<file path="src/rtl/pipe_stall_ctrl.sv">
// Pipeline stall/flush controller: owns the PC, the IF/ID and ID/EX control
// registers, a RUN/STALL/FLUSH state register, saturating hold/flush
// counters and a sticky watchdog that flags long uninterrupted holds.
module pipe_stall_ctrl #(
  parameter int DATA_W = 32,
  parameter int CTRL_W = 10
) (
  input  logic              clk,
  input  logic              rst_n,
  input  logic              PCwrite,
  input  logic              IFIDwrite,
  input  logic              controlmux,
  input  logic              branch_taken,
  input  logic [DATA_W-1:0] branch_target,
  input  logic [DATA_W-1:0] instr_in,
  input  logic [CTRL_W-1:0] id_ctrl,
  output logic [DATA_W-1:0] pc,
  output logic [DATA_W-1:0] ifid_instr,
  output logic [DATA_W-1:0] ifid_pc4,
  output logic [CTRL_W-1:0] idex_ctrl,
  output logic [1:0]        state,
  output logic [15:0]       stall_cnt,
  output logic [15:0]       flush_cnt,
  output logic              deadlock
);

  typedef enum logic [1:0] {
    ST_RUN   = 2'b00,
    ST_STALL = 2'b01,
    ST_FLUSH = 2'b10
  } state_t;

  localparam logic [DATA_W-1:0] PC_STEP = DATA_W'(4);
  localparam logic [DATA_W-1:0] NOP     = '0;
  localparam logic [3:0]        WD_LAST = 4'd14;

  // Saturating 16-bit event counter step.
  function automatic logic [15:0] sat_inc16(input logic [15:0] v);
    return (v == 16'hFFFF) ? v : v + 16'd1;
  endfunction

  // Saturating 4-bit watchdog step.
  function automatic logic [3:0] sat_inc4(input logic [3:0] v);
    return (v == 4'hF) ? v : v + 4'd1;
  endfunction

  logic [DATA_W-1:0] pc_p0;
  logic [DATA_W-1:0] pc4_p0;
  logic [DATA_W-1:0] ifid_instr_p1;
  logic [DATA_W-1:0] ifid_pc4_p1;
  logic [CTRL_W-1:0] idex_ctrl_p2;
  state_t            state_q;
  state_t            state_d;
  logic [15:0]       stall_cnt_q;
  logic [15:0]       flush_cnt_q;
  logic [3:0]        wd_q;
  logic              deadlock_q;
  logic              hold;

  // A hold only counts when no taken branch overrides it.
  assign hold   = PCwrite && !branch_taken;
  assign pc4_p0 = pc_p0 + PC_STEP;

  // IF stage: fetch address, redirect wins over hold.
  always_ff @(posedge clk or negedge rst_n) begin
    if (!rst_n) begin
      pc_p0 <= '0;
    end else if (branch_taken) begin
      pc_p0 <= branch_target;
    end else if (!PCwrite) begin
      pc_p0 <= pc4_p0;
    end
  end

  // IF/ID boundary: flush to NOP on a taken branch, else load unless held.
  always_ff @(posedge clk or negedge rst_n) begin
    if (!rst_n) begin
      ifid_instr_p1 <= '0;
      ifid_pc4_p1   <= '0;
    end else if (branch_taken) begin
      ifid_instr_p1 <= NOP;
      ifid_pc4_p1   <= '0;
    end else if (!IFIDwrite) begin
      ifid_instr_p1 <= instr_in;
      ifid_pc4_p1   <= pc4_p0;
    end
  end

  // ID/EX boundary: insert a bubble on a hazard or a flush.
  always_ff @(posedge clk or negedge rst_n) begin
    if (!rst_n) begin
      idex_ctrl_p2 <= '0;
    end else if (controlmux || branch_taken) begin
      idex_ctrl_p2 <= '0;
    end else begin
      idex_ctrl_p2 <= id_ctrl;
    end
  end

  // Controller state register.
  always_ff @(posedge clk or negedge rst_n) begin
    if (!rst_n) begin
      state_q <= ST_RUN;
    end else begin
      state_q <= state_d;
    end
  end

  // Next state: flush beats stall beats run; FLUSH lasts one cycle.
  always_comb begin
    state_d = ST_RUN;
    if (branch_taken) begin
      state_d = ST_FLUSH;
    end else if (PCwrite) begin
      state_d = ST_STALL;
    end
  end

  // Saturating hold and taken-branch counters.
  always_ff @(posedge clk or negedge rst_n) begin
    if (!rst_n) begin
      stall_cnt_q <= '0;
      flush_cnt_q <= '0;
    end else begin
      if (hold) begin
        stall_cnt_q <= sat_inc16(stall_cnt_q);
      end
      if (branch_taken) begin
        flush_cnt_q <= sat_inc16(flush_cnt_q);
      end
    end
  end

  // Watchdog: count consecutive holds; flag sticks once the 15th arrives.
  always_ff @(posedge clk or negedge rst_n) begin
    if (!rst_n) begin
      wd_q       <= '0;
      deadlock_q <= 1'b0;
    end else begin
      wd_q <= hold ? sat_inc4(wd_q) : 4'd0;
      if (hold && (wd_q >= WD_LAST)) begin
        deadlock_q <= 1'b1;
      end
    end
  end

  assign pc         = pc_p0;
  assign ifid_instr = ifid_instr_p1;
  assign ifid_pc4   = ifid_pc4_p1;
  assign idex_ctrl  = idex_ctrl_p2;
  assign state      = state_q;
  assign stall_cnt  = stall_cnt_q;
  assign flush_cnt  = flush_cnt_q;
  assign deadlock   = deadlock_q;

endmodule
</file>
<file path="config.mk">
export PLATFORM = sky130hd
export DESIGN_NAME = pipe_stall_ctrl
export DESIGN_NICKNAME = d
export VERILOG_FILES = /design/src/rtl/pipe_stall_ctrl.sv
export SDC_FILE = /design/constraint.sdc
export NUM_CORES = 1
export LEC_CHECK = 0
export CAP_MARGIN = 0
export CORE_ASPECT_RATIO = 1.25
export CORE_MARGIN = 4
export CORE_UTILIZATION = 40
export CTS_BUF_LIST = sky130_fd_sc_hd__clkbuf_2
export DETAILED_ROUTE_END_ITERATION = 10
export PLACE_DENSITY = 0.83
export SETUP_SLACK_MARGIN = 0.02
export SLEW_MARGIN = 20
export SYNTH_ARGS = -nofsm -noshare
export SYNTH_HDL_FRONTEND = slang
export SYNTH_SLANG_ARGS = --single-unit
</file>
<file path="constraint.sdc">
create_clock -name clk -period 5.2 [get_ports clk]
set_input_delay 0.78 -clock clk [delete_from_list [all_inputs] [get_ports clk]]
set_output_delay 0.78 -clock clk [all_outputs]
set_load 0.05 [all_outputs]
</file>
==> out/qor.yml, run 1 <==
run_status:
  status: "finished clean"
synthesis:
  synth_seq_cells: 145
  yosysSeqAreaShare_pct: 52.4
  synthFlopType: "dfrtp_1"
  syn_area_mm2: 0.00693
  synth_cell_type_count: 48
  syn_nets: 748
  synth_edf_count: 0
  synth-async-reset-ratio_pct: 100
  postSynthCellCount: 663
  syn_area_per_cell_um2: 10.4
  yosys_warnings: 0
timing:
  finalCriticalPeriod_ns: 3.03
  whs_ns: 0.102
  clock_skew_ns: 0.0351
  finalSetupTns_ns: 0
  max_freq_ghz: 0.330
  maxSlewViolCount: 0
  relSlewSlack_pct: 34.4
  period_share_pct: 58.2
  rsz0062_at_grt: "no"
  setup_violations: 0
  tightest_slew_ns: 0.984
  hold_viol: 0
grt:
  gr-usage-all-layers_pct: 18.1
  grt_pass1_wl_mm: 28.7
  gr-total-overflow: 0
  grt_pass1_vias: 5574
  grt_max_degree: 101
  antenna_found_initial: 0
worst_hold_path:
  hold_path.class: "in2async"
worst_setup_path:
  crit_type: "reg2out"
  cp-startpoint: "pc[18]$_DFFE_PN0N_"
  crit_buf_inv: 1
  slowest_delay_ns: 0.91
  crit_path_end_kind: "output port"
  cp_slowest_cell: "clkdlybuf4s50_1"
  crit_family: "buffers and inverters"
  crit_chain: "clkdlybuf4s50_1"
  cp.arrival_ns: 2.25
  crit_path_max_fanout: 11
  critPathLaunchType: "flip-flop"
  required_ns: 4.42
  worstReg2RegStart: "pc[2]$_DFFE_PN0N_"
job:
  maxCapViolations: 0
final_layout:
  fin_util_pct: 56.0
  post-route-cell-area_mm2: 0.00947
  final_cell_mix: "clkdlybuf4s50_1 (217), dfrtp_1 (145), nor2_1 (88)"
  drive_above_1_share_pct: 6.93
  num-fill-cells: 1459
  final_nets: 953
  diodes: 0
  syn_to_final_growth_pct: 36.7
  final_common_cell: "clkdlybuf4s50_1"
floorplanning:
  fp.coreArea_mm2: 0.0169
  initial_utilization_pct: 41.0
  io-pin-count: 221
  die_y_um: 155
  die_w_um: 126
  rows: 53
  dieArea_mm2: 0.0195
placed_design:
  gp_congestion: 0.801
  io_buffers: 220
  placed_area_mm2: 0.00925
  post-dp-hpwl_mm: 12.7
routing:
  vias: 5548
  vias_per_cell: 5.04
  drcViolationCount: 0
  wire_per_inst_um: 16.0
  drt_iter0_drc: 314
  wirelength_mm: 17.6
  ant_nets: 0
  firstDrtPassIters: 4
clock_tree:
  post-cts-setup-buffers: 0
  htree_levels: 4
  clk_pin_slew_worst_paths_ns: 0.24
  cts_hold_buf: 0
  cts_root_buffer: "clkbuf_2"
  clock_sinks: 145
  clockBufferDepth: 2
  cts_inserted_buffers: 17
  cts_tree: "done"
  clk_latency_ns: 0.69
  post_cts_resized: 0
power_and_ir_drop:
  p_leak_nw: 4.02
  pwr_density_cell_mw_per_mm2: 313
  totalPowerFinal_mw: 2.97
  max-vdd-ir-drop_v: 0.000376
## synthesized netlist by cell type (all sizes together), types with 5 or more instances
| cell | instances | share of area [%] |
|---|---|---|
| ha | 5 | 0.90 |
| clkbuf | 28 | 1.7 |
| nand2 | 53 | 2.9 |
| and3 | 8 | 0.72 |
| nor4 | 7 | 1.4 |
| mux2 | 9 | 1.5 |
| and2 | 13 | 1.2 |
| nand4 | 27 | 2.9 |
| and4 | 7 | 0.89 |
| o21a | 8 | 0.87 |
| nand3 | 27 | 2.1 |
| nor2 | 88 | 4.8 |
| inv | 15 | 0.81 |
| dfrtp | 145 | 52 |
| xor2 | 33 | 4.2 |
| xnor2 | 43 | 5.4 |
| buf | 10 | 0.81 |
| nor3 | 14 | 1.2 |
| a21oi | 15 | 1.1 |
| mux2i | 47 | 6.8 |
| o21ai | 30 | 2.2 |
| a211oi | 10 | 1.2 |
## routing by layer
metal | vias to the layer above | track usage, % | wire, µm
li1 | 2673 | - | -
met1 | 2668 | 21.9 | 7340
met2 | 178 | 30.6 | 8780
met3 | 29 | 5.56 | 1110
met4 | 0 | 6.20 | 384
met5 | - | 0 | 0
## metrics by stage
stage / setup slack (ns) / instances
after floorplan: 2.84 / 663
after global placement: 2.57 / 1069
after detailed placement: 2.55 / 1069
after CTS: 2.08 / 1100
after global routing: 2.05 / 1100
final: 2.17 / 1100
## worst paths after layout
check	end	slack (ns)	depth (start not counted)
worst max register to register	pc[22]$_DFFE_PN0N_	2.73	6
max in group asynchronous	state[0]$_DFF_PN0_	3.87	2
worst max-delay path	pc[18]	2.17	1
min in group clk	state[1]$_DFF_PN0_	0.35	1
worst min-delay path	pc[1]$_DFFE_PN0P_	0.10	1
worst min register to register	deadlock$_DFFE_PN0P_	0.52	1
## registers in the layout (all words and copies together) (netlist names), 2 cells and up
signal,cells
state,2
wd_q,4
pc,32
flush_cnt,16
ifid_pc4,32
ifid_instr,32
stall_cnt,16
idex_ctrl,10
## where the power goes
group          switching (mW)  leakage, nW  total (mW)  internal, mW
Combinational           0.612         2.00       0.971         0.359
Sequential              0.143         1.88        1.38          1.24
Clock                   0.438        0.135       0.616         0.178
## cells by family after synthesis
group           share of synthesized area (%)
fa+ha+maj                               0.903
compound gates                           6.20
flops                                    52.4
simple gates                             19.3
mux                                      8.26
xor+xnor                                 9.61
buf+inv                                  3.32
## area by class of cell
class                           instances  area, µm²  area share, %
Timing Repair Buffer                  224       2230           23.5
Clock inverter                         14        133           1.40
Clock buffer                           17       85.1          0.898
Sequential cell                       145       3630           38.3
Tap cell                              220        275           2.91
Inverter                               15       56.3          0.594
Multi-Input combinational cell        465       3070           32.4
(Power assumes the default switching activity.)
==> inputs of run 2 (changes only) <==
--- a/config.mk
+++ b/config.mk
@@ -11,7 +11,7 @@
 export CORE_UTILIZATION = 40
 export CTS_BUF_LIST = sky130_fd_sc_hd__clkbuf_2
 export DETAILED_ROUTE_END_ITERATION = 10
-export PLACE_DENSITY = 0.83
+export PLACE_DENSITY = 0.85
 export SETUP_SLACK_MARGIN = 0.02
 export SLEW_MARGIN = 20
 export SYNTH_ARGS = -nofsm -noshare
==> constraint.sdc (replaced) <==
create_clock -name clk -period 2.6 [get_ports clk]
set_input_delay 0.39 -clock clk [delete_from_list [all_inputs] [get_ports clk]]
set_output_delay 0.39 -clock clk [all_outputs]
set_load 0.05 [all_outputs]
==> out/qor.yml, run 2 (synthesis results as in run 1) <==
run_status:
  status: "finished clean"
routing:
  wirelength_mm: 17.8  # +1.1%
  vias_per_cell: 5.13  # +1.8%
  ant_nets: 0  # unchanged
  wire_per_inst_um: 16.1  # +0.52%
  firstDrtPassIters: 5  # +1
  drcViolationCount: 0  # unchanged
  drt_iter0_drc: 348  # +11%
  vias: 5677  # +2.3%
worst_setup_path:
  critPathLaunchType: "flip-flop"
  crit_buf_inv: 1  # unchanged
  crit_path_end_kind: "output port"
  cp.arrival_ns: 2.06  # -0.19 ns
  crit_path_max_fanout: 5  # -6
  required_ns: 2.21  # -2.21 ns
  crit_chain: "clkdlybuf4s50_1"
  crit_type: "reg2out"
  slowest_delay_ns: 0.86  # -0.05 ns
  crit_family: "buffers and inverters"
  cp_slowest_cell: "clkdlybuf4s50_1"
timing:
  finalSetupTns_ns: 0  # unchanged
  max_freq_ghz: 0.409
  maxSlewViolCount: 0  # unchanged
  hold_viol: 0  # unchanged
  tightest_slew_ns: 0.725  # -0.259 ns
  setup_violations: 0  # unchanged
  finalCriticalPeriod_ns: 2.45
  relSlewSlack_pct: 51.6  # +17 points
  period_share_pct: 94.1
  clock_skew_ns: 0.0277  # -0.00747 ns
  rsz0062_at_grt: "no"
  whs_ns: 0.107  # +0.00490 ns
final_layout:
  final_common_cell: "clkdlybuf4s50_1"
  num-fill-cells: 1465  # +0.41%
  multiInputGateArea_mm2: 0.00307  # unchanged
  final_cell_mix: "clkdlybuf4s50_1 (199), dfrtp_1 (145), nor2_1 (88)"
  regArea_mm2: 0.00363  # unchanged
  syn_to_final_growth_pct: 38.5
  post-route-cell-area_mm2: 0.00959  # +1.3%
  diodes: 0  # unchanged
  drive_above_1_share_pct: 7.45  # +0.52 points
  final_nets: 959  # +0.63%
floorplanning:
  die_y_um: 155  # unchanged
  io-pin-count: 221  # unchanged
  dieArea_mm2: 0.0195  # unchanged
  fp.coreArea_mm2: 0.0169  # unchanged
  initial_utilization_pct: 41.0  # unchanged
  die_w_um: 126  # unchanged
  rows: 53  # unchanged
placed_design:
  gp_congestion: 0.841  # +5.0%
  placed_area_mm2: 0.00933  # +0.81%
  io_buffers: 220  # unchanged
  post-dp-hpwl_mm: 13.0  # +2.4%
clock_tree:
  cts_inserted_buffers: 17  # unchanged
  clockBufferDepth: 2  # unchanged
  clock_sinks: 145  # unchanged
  cts_tree: "done"
  clk_pin_slew_worst_paths_ns: 0.21  # -0.03 ns
  htree_levels: 4  # unchanged
  cts_root_buffer: "clkbuf_2"
  post-cts-setup-buffers: 0  # unchanged
  clk_latency_ns: 0.68  # about the same
grt:
  grt_pass1_vias: 5684  # +2.0%
  gr-usage-all-layers_pct: 18.5  # +0.40 points
  antenna_found_initial: 0  # unchanged
  grt_pass1_wl_mm: 29.3  # +2.1%
  grt_max_degree: 127  # +26%
  gr-total-overflow: 0  # unchanged
power_and_ir_drop:
  p_leak_nw: 4.16  # +3.6%
  pwr_density_cell_mw_per_mm2: 633  # +100%
  max-vdd-ir-drop_v: 0.000750  # +100%
job:
  maxCapViolations: 0  # unchanged
worst_hold_path:
  hold_path.class: "in2reg"
[run 2: cell types whose count changed in the layout (fill, tap and decap cells not counted), sizes merged]
| cell | before | now |
|---|---|---|
| clkdlybuf4s50 | 217 | 199 |
| dlymetal6s2s | 0 | 6 |
| dlygate4sd2 | 0 | 12 |
| clkinvlp | 1 | 2 |
| inv | 19 | 18 |
| bufinv | 1 | 3 |
| dlygate4sd3 | 0 | 1 |
| buf | 7 | 12 |
| clkinv | 8 | 4 |
| clkbuf | 17 | 19 |
[run 2: layout make-up]
type | count | share of cell area [%]
Sequential cell | 145 | 37.8
Clock inverter | 12 | 1.64
Clock buffer | 19 | 0.991
Multi-Input combinational cell | 465 | 32.0
Timing Repair Buffer | 230 | 24.1
Tap cell | 220 | 2.87
Inverter | 15 | 0.587
[run 2: repair_timing]
item / in CTS / in global routing
setup endpoints to repair: 12 / 6
endpoints found under the hold margin: 89 / 0
gates resized for setup: 12 / 6
hold buffers: 1 / 0
[run 2: metal layers]
layer | global-route usage [%] | part of all wire (%) | up-vias
met1 | 21.8 | 40 | 2768
met5 | 0 | 0 | -
li1 | - | - | 2687
met2 | 32.0 | 51 | 191
met4 | 6.15 | 2.1 | 0
met3 | 5.73 | 7.0 | 31
[run 2: worst paths after layout]
check / from / to / slack [ns] / depth (start not counted)
max: pc[8]$_DFFE_PN0N_ / pc[8] / 0.15 / 1
min: branch_taken / state[1]$_DFF_PN0_ / 0.11 / 2
max reg2reg: pc[2]$_DFFE_PN0N_ / pc[26]$_DFFE_PN0N_ / 0.45 / 7
min reg2reg: stall_cnt[6]$_DFFE_PN0P_ / stall_cnt[6]$_DFFE_PN0P_ / 0.52 / 1
max in group asynchronous: rst_n / pc[6]$_DFFE_PN0N_ / 1.67 / 3
min in group asynchronous: rst_n / ifid_instr[9]$_DFFE_PN0P_ / 0.17 / 2
[run 2: report_power, final]
part,switching (mW),internal [mW]
combinational,1.23,0.714
sequential,0.288,2.47
clock,0.822,0.546
[run 2: through the flow]
step | util [%] | setup slack [ns] | power (mW) | std cells
finish | 56.7 | 0.152 | 6.07 | 1106
global route | 56.7 | 0.0225 | 6.39 | 1106
CTS | 56.6 | 0.0276 | 6.16 | 1106
detailed placement | 55.2 | 0.480 | 4.76 | 1074
global placement | 55.2 | 0.509 | 4.73 | 1074
floorplan | - | 0.239 | 3.99 | 663
